==> config.mk <==
export PLATFORM = sky130hd
export DESIGN_NAME = img_timing_gen
export DESIGN_NICKNAME = d
export VERILOG_FILES = /design/src/rtl/img_timing_pkg.sv /design/src/rtl/img_timing_gen.sv
export SDC_FILE = /design/constraint.sdc
export NUM_CORES = 1
export LEC_CHECK = 0
export CAP_MARGIN = 15
export CORE_ASPECT_RATIO = 1.25
export CORE_MARGIN = 1
export CORE_UTILIZATION = 50
export CTS_BUF_LIST = sky130_fd_sc_hd__clkbuf_8
export DETAILED_ROUTE_END_ITERATION = 10
export GPL_TIMING_DRIVEN = 0
export PLACE_DENSITY = 0.74
export SKIP_CTS_REPAIR_TIMING = 1
export SYNTH_ARGS = -nofsm -noshare
export SYNTH_HDL_FRONTEND = slang
export SYNTH_SLANG_ARGS = --single-unit
==> constraint.sdc <==
create_clock -name clk -period 2.8 [get_ports clk]
set_input_delay 0.56 -clock clk [delete_from_list [all_inputs] [get_ports clk]]
set_output_delay 0.56 -clock clk [all_outputs]
set_load 0.02 [all_outputs]
==> src/rtl/img_timing_pkg.sv <==
// Shared types and constants for the img_timing_gen video timing generator.
package img_timing_pkg;

   typedef enum logic [1:0] {
      IDLE   = 2'd0,
      ACTIVE = 2'd1,
      DRAIN  = 2'd2
   } state_t;

   // Colour-bar order left to right: white, yellow, cyan, green, magenta, red, blue, black
   localparam logic [23:0] BAR_RGB [8] = '{
      24'hFFFFFF, 24'hFFFF00, 24'h00FFFF, 24'h00FF00,
      24'hFF00FF, 24'hFF0000, 24'h0000FF, 24'h000000
   };

   function automatic int calc_total(input int sync_w, input int bp_w,
                                     input int active_w, input int fp_w);
      return sync_w + bp_w + active_w + fp_w;
   endfunction

endpackage

==> src/rtl/img_timing_gen.sv <==
// Parametrised video timing generator with run/stop control and pixel clock-enable.
// Optional colour-bar output pat_data is built when IMG_TIMING_PATTERN_EN is defined.
module img_timing_gen
   import img_timing_pkg::*;
#(
   parameter int H_ACTIVE = 640,
   parameter int H_FP     = 16,
   parameter int H_SYNC   = 96,
   parameter int H_BP     = 48,
   parameter int V_ACTIVE = 480,
   parameter int V_FP     = 10,
   parameter int V_SYNC   = 2,
   parameter int V_BP     = 33,
   parameter bit HS_POL   = 1'b1,
   parameter bit VS_POL   = 1'b1,
   parameter int CNT_W    = 12,
   parameter int FCNT_W   = 16
) (
   input  logic              clk,
   input  logic              rst,
   input  logic              ce,
   input  logic              run,
   output logic              vs,
   output logic              hs,
   output logic              de,
   output logic [CNT_W-1:0]  x,
   output logic [CNT_W-1:0]  y,
   output logic              line_start,
   output logic              frame_start,
   output logic [FCNT_W-1:0] frame_cnt,
   output logic              busy
`ifdef IMG_TIMING_PATTERN_EN
   ,
   output logic [23:0]       pat_data
`endif
);

   localparam int H_TOTAL = calc_total(H_SYNC, H_BP, H_ACTIVE, H_FP);
   localparam int V_TOTAL = calc_total(V_SYNC, V_BP, V_ACTIVE, V_FP);

   localparam logic [CNT_W-1:0] H_LAST     = CNT_W'(H_TOTAL - 1);
   localparam logic [CNT_W-1:0] V_LAST     = CNT_W'(V_TOTAL - 1);
   localparam logic [CNT_W-1:0] H_SYNC_END = CNT_W'(H_SYNC);
   localparam logic [CNT_W-1:0] V_SYNC_END = CNT_W'(V_SYNC);
   localparam logic [CNT_W-1:0] H_DE_FIRST = CNT_W'(H_SYNC + H_BP);
   localparam logic [CNT_W-1:0] H_DE_LAST  = CNT_W'(H_SYNC + H_BP + H_ACTIVE - 1);
   localparam logic [CNT_W-1:0] V_DE_FIRST = CNT_W'(V_SYNC + V_BP);
   localparam logic [CNT_W-1:0] V_DE_LAST  = CNT_W'(V_SYNC + V_BP + V_ACTIVE - 1);

   state_t           state, state_nxt;
   logic [CNT_W-1:0] h_cnt, v_cnt, h_nxt, v_nxt;
   logic             frame_end;

   logic             hs_p0, vs_p0, de_p0, ls_p0, fs_p0;
   logic [CNT_W-1:0] x_p0, y_p0;

   always_ff @(posedge clk or posedge rst) begin
      if (rst) begin
         state <= IDLE;
         h_cnt <= '0;
         v_cnt <= '0;
      end else if (ce) begin
         state <= state_nxt;
         h_cnt <= h_nxt;
         v_cnt <= v_nxt;
      end
   end

   // A stop request only takes effect on the last pixel, so frames are never truncated.
   always_comb begin
      state_nxt = state;
      h_nxt     = h_cnt;
      v_nxt     = v_cnt;
      frame_end = (state != IDLE) && (h_cnt == H_LAST) && (v_cnt == V_LAST);
      case (state)
         IDLE: begin
            h_nxt = '0;
            v_nxt = '0;
            if (run) state_nxt = ACTIVE;
         end
         ACTIVE, DRAIN: begin
            if (h_cnt == H_LAST) begin
               h_nxt = '0;
               v_nxt = (v_cnt == V_LAST) ? '0 : v_cnt + CNT_W'(1);
            end else begin
               h_nxt = h_cnt + CNT_W'(1);
            end
            if (run)            state_nxt = ACTIVE;
            else if (frame_end) state_nxt = IDLE;
            else                state_nxt = DRAIN;
         end
         default: state_nxt = IDLE;
      endcase
   end

   // Stage p0: decode from the current counter values
   always_comb begin
      hs_p0 = (h_cnt < H_SYNC_END);
      vs_p0 = (v_cnt < V_SYNC_END);
      de_p0 = (h_cnt >= H_DE_FIRST) && (h_cnt <= H_DE_LAST) &&
              (v_cnt >= V_DE_FIRST) && (v_cnt <= V_DE_LAST);
      x_p0  = h_cnt - H_DE_FIRST;
      y_p0  = v_cnt - V_DE_FIRST;
      ls_p0 = de_p0 && (h_cnt == H_DE_FIRST);
      fs_p0 = ls_p0 && (v_cnt == V_DE_FIRST);
   end

   // Output registers: one ce-cycle behind the counters
   always_ff @(posedge clk or posedge rst) begin
      if (rst) begin
         vs          <= ~VS_POL;
         hs          <= ~HS_POL;
         de          <= 1'b0;
         x           <= '0;
         y           <= '0;
         line_start  <= 1'b0;
         frame_start <= 1'b0;
         frame_cnt   <= '0;
         busy        <= 1'b0;
      end else if (ce) begin
         if (state == IDLE) begin
            vs          <= ~VS_POL;
            hs          <= ~HS_POL;
            de          <= 1'b0;
            x           <= '0;
            y           <= '0;
            line_start  <= 1'b0;
            frame_start <= 1'b0;
            busy        <= 1'b0;
         end else begin
            vs          <= vs_p0 ? VS_POL : ~VS_POL;
            hs          <= hs_p0 ? HS_POL : ~HS_POL;
            de          <= de_p0;
            x           <= x_p0;
            y           <= y_p0;
            line_start  <= ls_p0;
            frame_start <= fs_p0;
            busy        <= 1'b1;
         end
         if (frame_end) frame_cnt <= frame_cnt + FCNT_W'(1);
      end
   end

`ifdef IMG_TIMING_PATTERN_EN
   function automatic logic [23:0] bar_color(input logic [CNT_W-1:0] xa);
      int band;
      band = (int'(xa) * 8) / H_ACTIVE;
      return BAR_RGB[band[2:0]];
   endfunction

   always_ff @(posedge clk or posedge rst) begin
      if (rst) begin
         pat_data <= '0;
      end else if (ce) begin
         pat_data <= ((state != IDLE) && de_p0) ? bar_color(x_p0) : 24'h000000;
      end
   end
`endif

endmodule
==> impl_results.md <==
- Hold WC Path Type: flop to flop
- Synthesized area per cell: 9.96 µm²
- Crit path max fanout: 8
- Worst-case clock buffer depth: 2
- WL per Instance: 16.6 µm
- Leak: 0.00199 µW
- Tot Pwr: 3410 µW
- Maxcap violations: 0
- Vias in the first global route: 3007
- GP Congestion: 0.870
- Critical path, cell by cell: clkbuf_1, inv_1, ha_1, nand4_1, or3_4, nor4_1, nand3_1, xnor2_1
- Max Slew Vio Count: 0
- Fmax: 0.406 GHz
- Power per Cell Area: 749 nW/µm²
- Grt total ovfl: 0
- Routed via count: 3089
- Stages on the worst setup path: 8
- Post-DP HPWL: 6.01 mm
- Yosys cell types: 48
- Htree depth: 3
- Final hold vios: 0
- Crit end category: flop
- Top-area cell type share of the netlist area: 0.483
- WS Path Type: flop to flop
- Initial DRC Count: 256
- Min cycle time layout: 2.46 ns
- Critical path required time: 3.03 ns
- Startpoint Class: flop
- Yosys reg bits: 72
- Skew final: 0.0124 ns
- Sequential area share after synthesis: 0.483
- Final core occ: 0.641
- Status: completed
- Clock sink count: 72
- R2R cell count: 8
- Nets: 450
- Final worst-path cycle share: 0.879
- Die width: 79.3 µm
- Layout cells sized above 1: 0.0659
- Ranking of synthesized cells by area: dfrtp_1 48%, xnor2_1 4.9%, a22o_1 3.8%, xor2_1 3.8%, ha_1 3.7%
- Post-synth ARST share: 1.00
- Worst path top cell family by delay: simple AND/OR/NAND/NOR gates
- Drt via density: 5.83
- Clock slew at reported path FFs: 0.08 ns
- I/O Buffers: 49
- Core outline area: 7100 µm²
- Slowest cell delay on critical path: 0.54 ns
- Worst path bufs/invs: 2
- Post-Syn Area: 3730 µm²
- Mapped Cells: 375
- First-pass GRT wire length: 14.7 mm
- YS warnings: 0
- Slowest cell on crit path: nor4_1
- GRT Overall Usage: 0.242
- Row cnt: 34
- Final Instance Area: 4550 µm²
- Crit path DAT: 2.70 ns
- Slew HR: 0.415
- RSZ-0062 raised after global routing: false
- CTS tree: yes
- Synth area leader: dfrtp_1
- DRC Markers: 0
- Initial Utilization: 0.526
- Die H: 98.6 µm
- Dpl cell area: 4340 µm²
- Largest net degree at the start of global routing: 73
- Num CTS Buffers: 9
- Final setup fails: 0
- Ports: 50
- Clock latency on the worst-skew pair: 0.35 ns
- Synth Flop Type: dfrtp_1
- Worst-Margin Slew: 0.877 ns
- # diodes: 0
- P&R area growth vs syn: 22.0%
- WHS Path Cells: 1
- Post-Syn Nets: 390
- Total wire length: 8.79 mm
- Max VDD drop: 0.000483 V
- EDFF count, synth: 0
- First drt pass iteration count: 5
- Initial antenna violation count: 0
- ANT nets after route: 0
- Root Driver: clkbuf_8
- Die ar.: 7820 µm²
-- cell usage after synthesis (3+ instances only) --
library cell / count
a21o_1: 3
a21oi_1: 8
a22o_1: 16
and3_1: 4
and4_1: 4
clkbuf_1: 23
dfrtp_1: 72
ha_1: 11
inv_1: 18
nand2_1: 32
nand3_1: 18
nand4_1: 7
nor2_1: 30
nor2_2: 3
nor2b_1: 3
nor3_1: 6
nor4_1: 8
o21ai_0: 16
o2bb2ai_1: 7
o31ai_1: 10
or3_1: 4
or3_4: 3
xnor2_1: 21
xor2_1: 16
-- final timing paths --
kind	start	to	slack (ns)
min in group asynchronous	rst	frame_cnt[10]	0.74
min	frame_cnt[15]	frame_cnt[15]	0.47
max	v_cnt[1]	frame_cnt[11]	0.34
max reg2reg	v_cnt[1]	frame_cnt[11]	0.34
max in group asynchronous	rst	state[1]	1.47
min reg2reg	frame_cnt[15]	frame_cnt[15]	0.47
-- placed cells by master (no fill, tap or decap), drive strengths merged, types with 4 or more instances in the layout --
| cell type | n |
|---|---|
| nor3 | 6 |
| xnor2 | 21 |
| a21oi | 8 |
| xor2 | 16 |
| nand4 | 7 |
| and3 | 5 |
| o2bb2ai | 7 |
| nor4 | 9 |
| inv | 21 |
| nor2 | 33 |
| nand2 | 32 |
| o21ai | 16 |
| nand3 | 18 |
| a22o | 16 |
| clkbuf | 33 |
| o31ai | 11 |
| clkdlybuf4s50 | 49 |
| ha | 11 |
| and4 | 4 |
| or3 | 7 |
| dfrtp | 72 |
-- through the flow --
step | TNS, ns | setup slack (ns) | std cells | hold WS [ns]
CTS | 0 | 0.348 | 530 | 0.480
global route | 0 | 0.0795 | 530 | 0.495
detailed placement | 0 | 0.0588 | 514 | 0.465
finish | 0 | 0.337 | 530 | 0.473
floorplan | 0 | 0.415 | 375 | 0.467
global placement | -53.90 | -0.752 | 514 | 0.463
-- worst register-to-register path: stages (launching register included) --
cell and delay (ns):
dfrtp_1 0.39, clkbuf_1 0.19, inv_1 0.09, ha_1 0.15, nand4_1 0.18, or3_4 0.46
nor4_1 0.55, nand3_1 0.18, xnor2_1 0.16
-- routing by layer --
metal,wire length [µm],GRT usage,vias up,share of wire
met4,99,0.0979,0,0.011
li1,-,-,1446,-
met2,4400,0.405,114,0.50
met1,3850,0.313,1518,0.44
met5,0,0,-,0
met3,437,0.0370,11,0.050
-- cell families after synthesis --
| group | synth area share |
|---|---|
| simple gates | 0.192 |
| compound gates | 0.149 |
| flops | 0.483 |
| buf+inv | 0.0486 |
| xor+xnor | 0.0868 |
| fa+ha+maj | 0.0369 |
| mux | 0.00402 |
-- flip-flops by register name, summed over array words and instances (netlist names) --
signal / count
hs: 1
h_cnt: 12
frame_start: 1
busy: 1
v_cnt: 12
vs: 1
line_start: 1
y: 12
de: 1
frame_cnt: 16
x: 12
state: 2
-- area by class of cell --
cell class / instances / area [µm²]
fillers: 573 / 2550
well taps: 90 / 113
plain buffers: 26 / 114
flip-flops and latches: 72 / 1800
multi-input cells: 259 / 1750
inverters: 18 / 70.1
repair buffers: 49 / 490
clock buffers: 10 / 138
clock inverters: 6 / 76.3
-- where the power goes --
| group | total [µW] | internal (µW) | switching (µW) | leakage (µW) |
|---|---|---|---|---|
| Sequential | 1340 | 1220 | 121 | 0.000968 |
| Combinational | 1170 | 498 | 672 | 0.000904 |
| Clock | 899 | 515 | 384 | 0.000120 |
No activity file was read; power rests on OpenSTA's default activity.
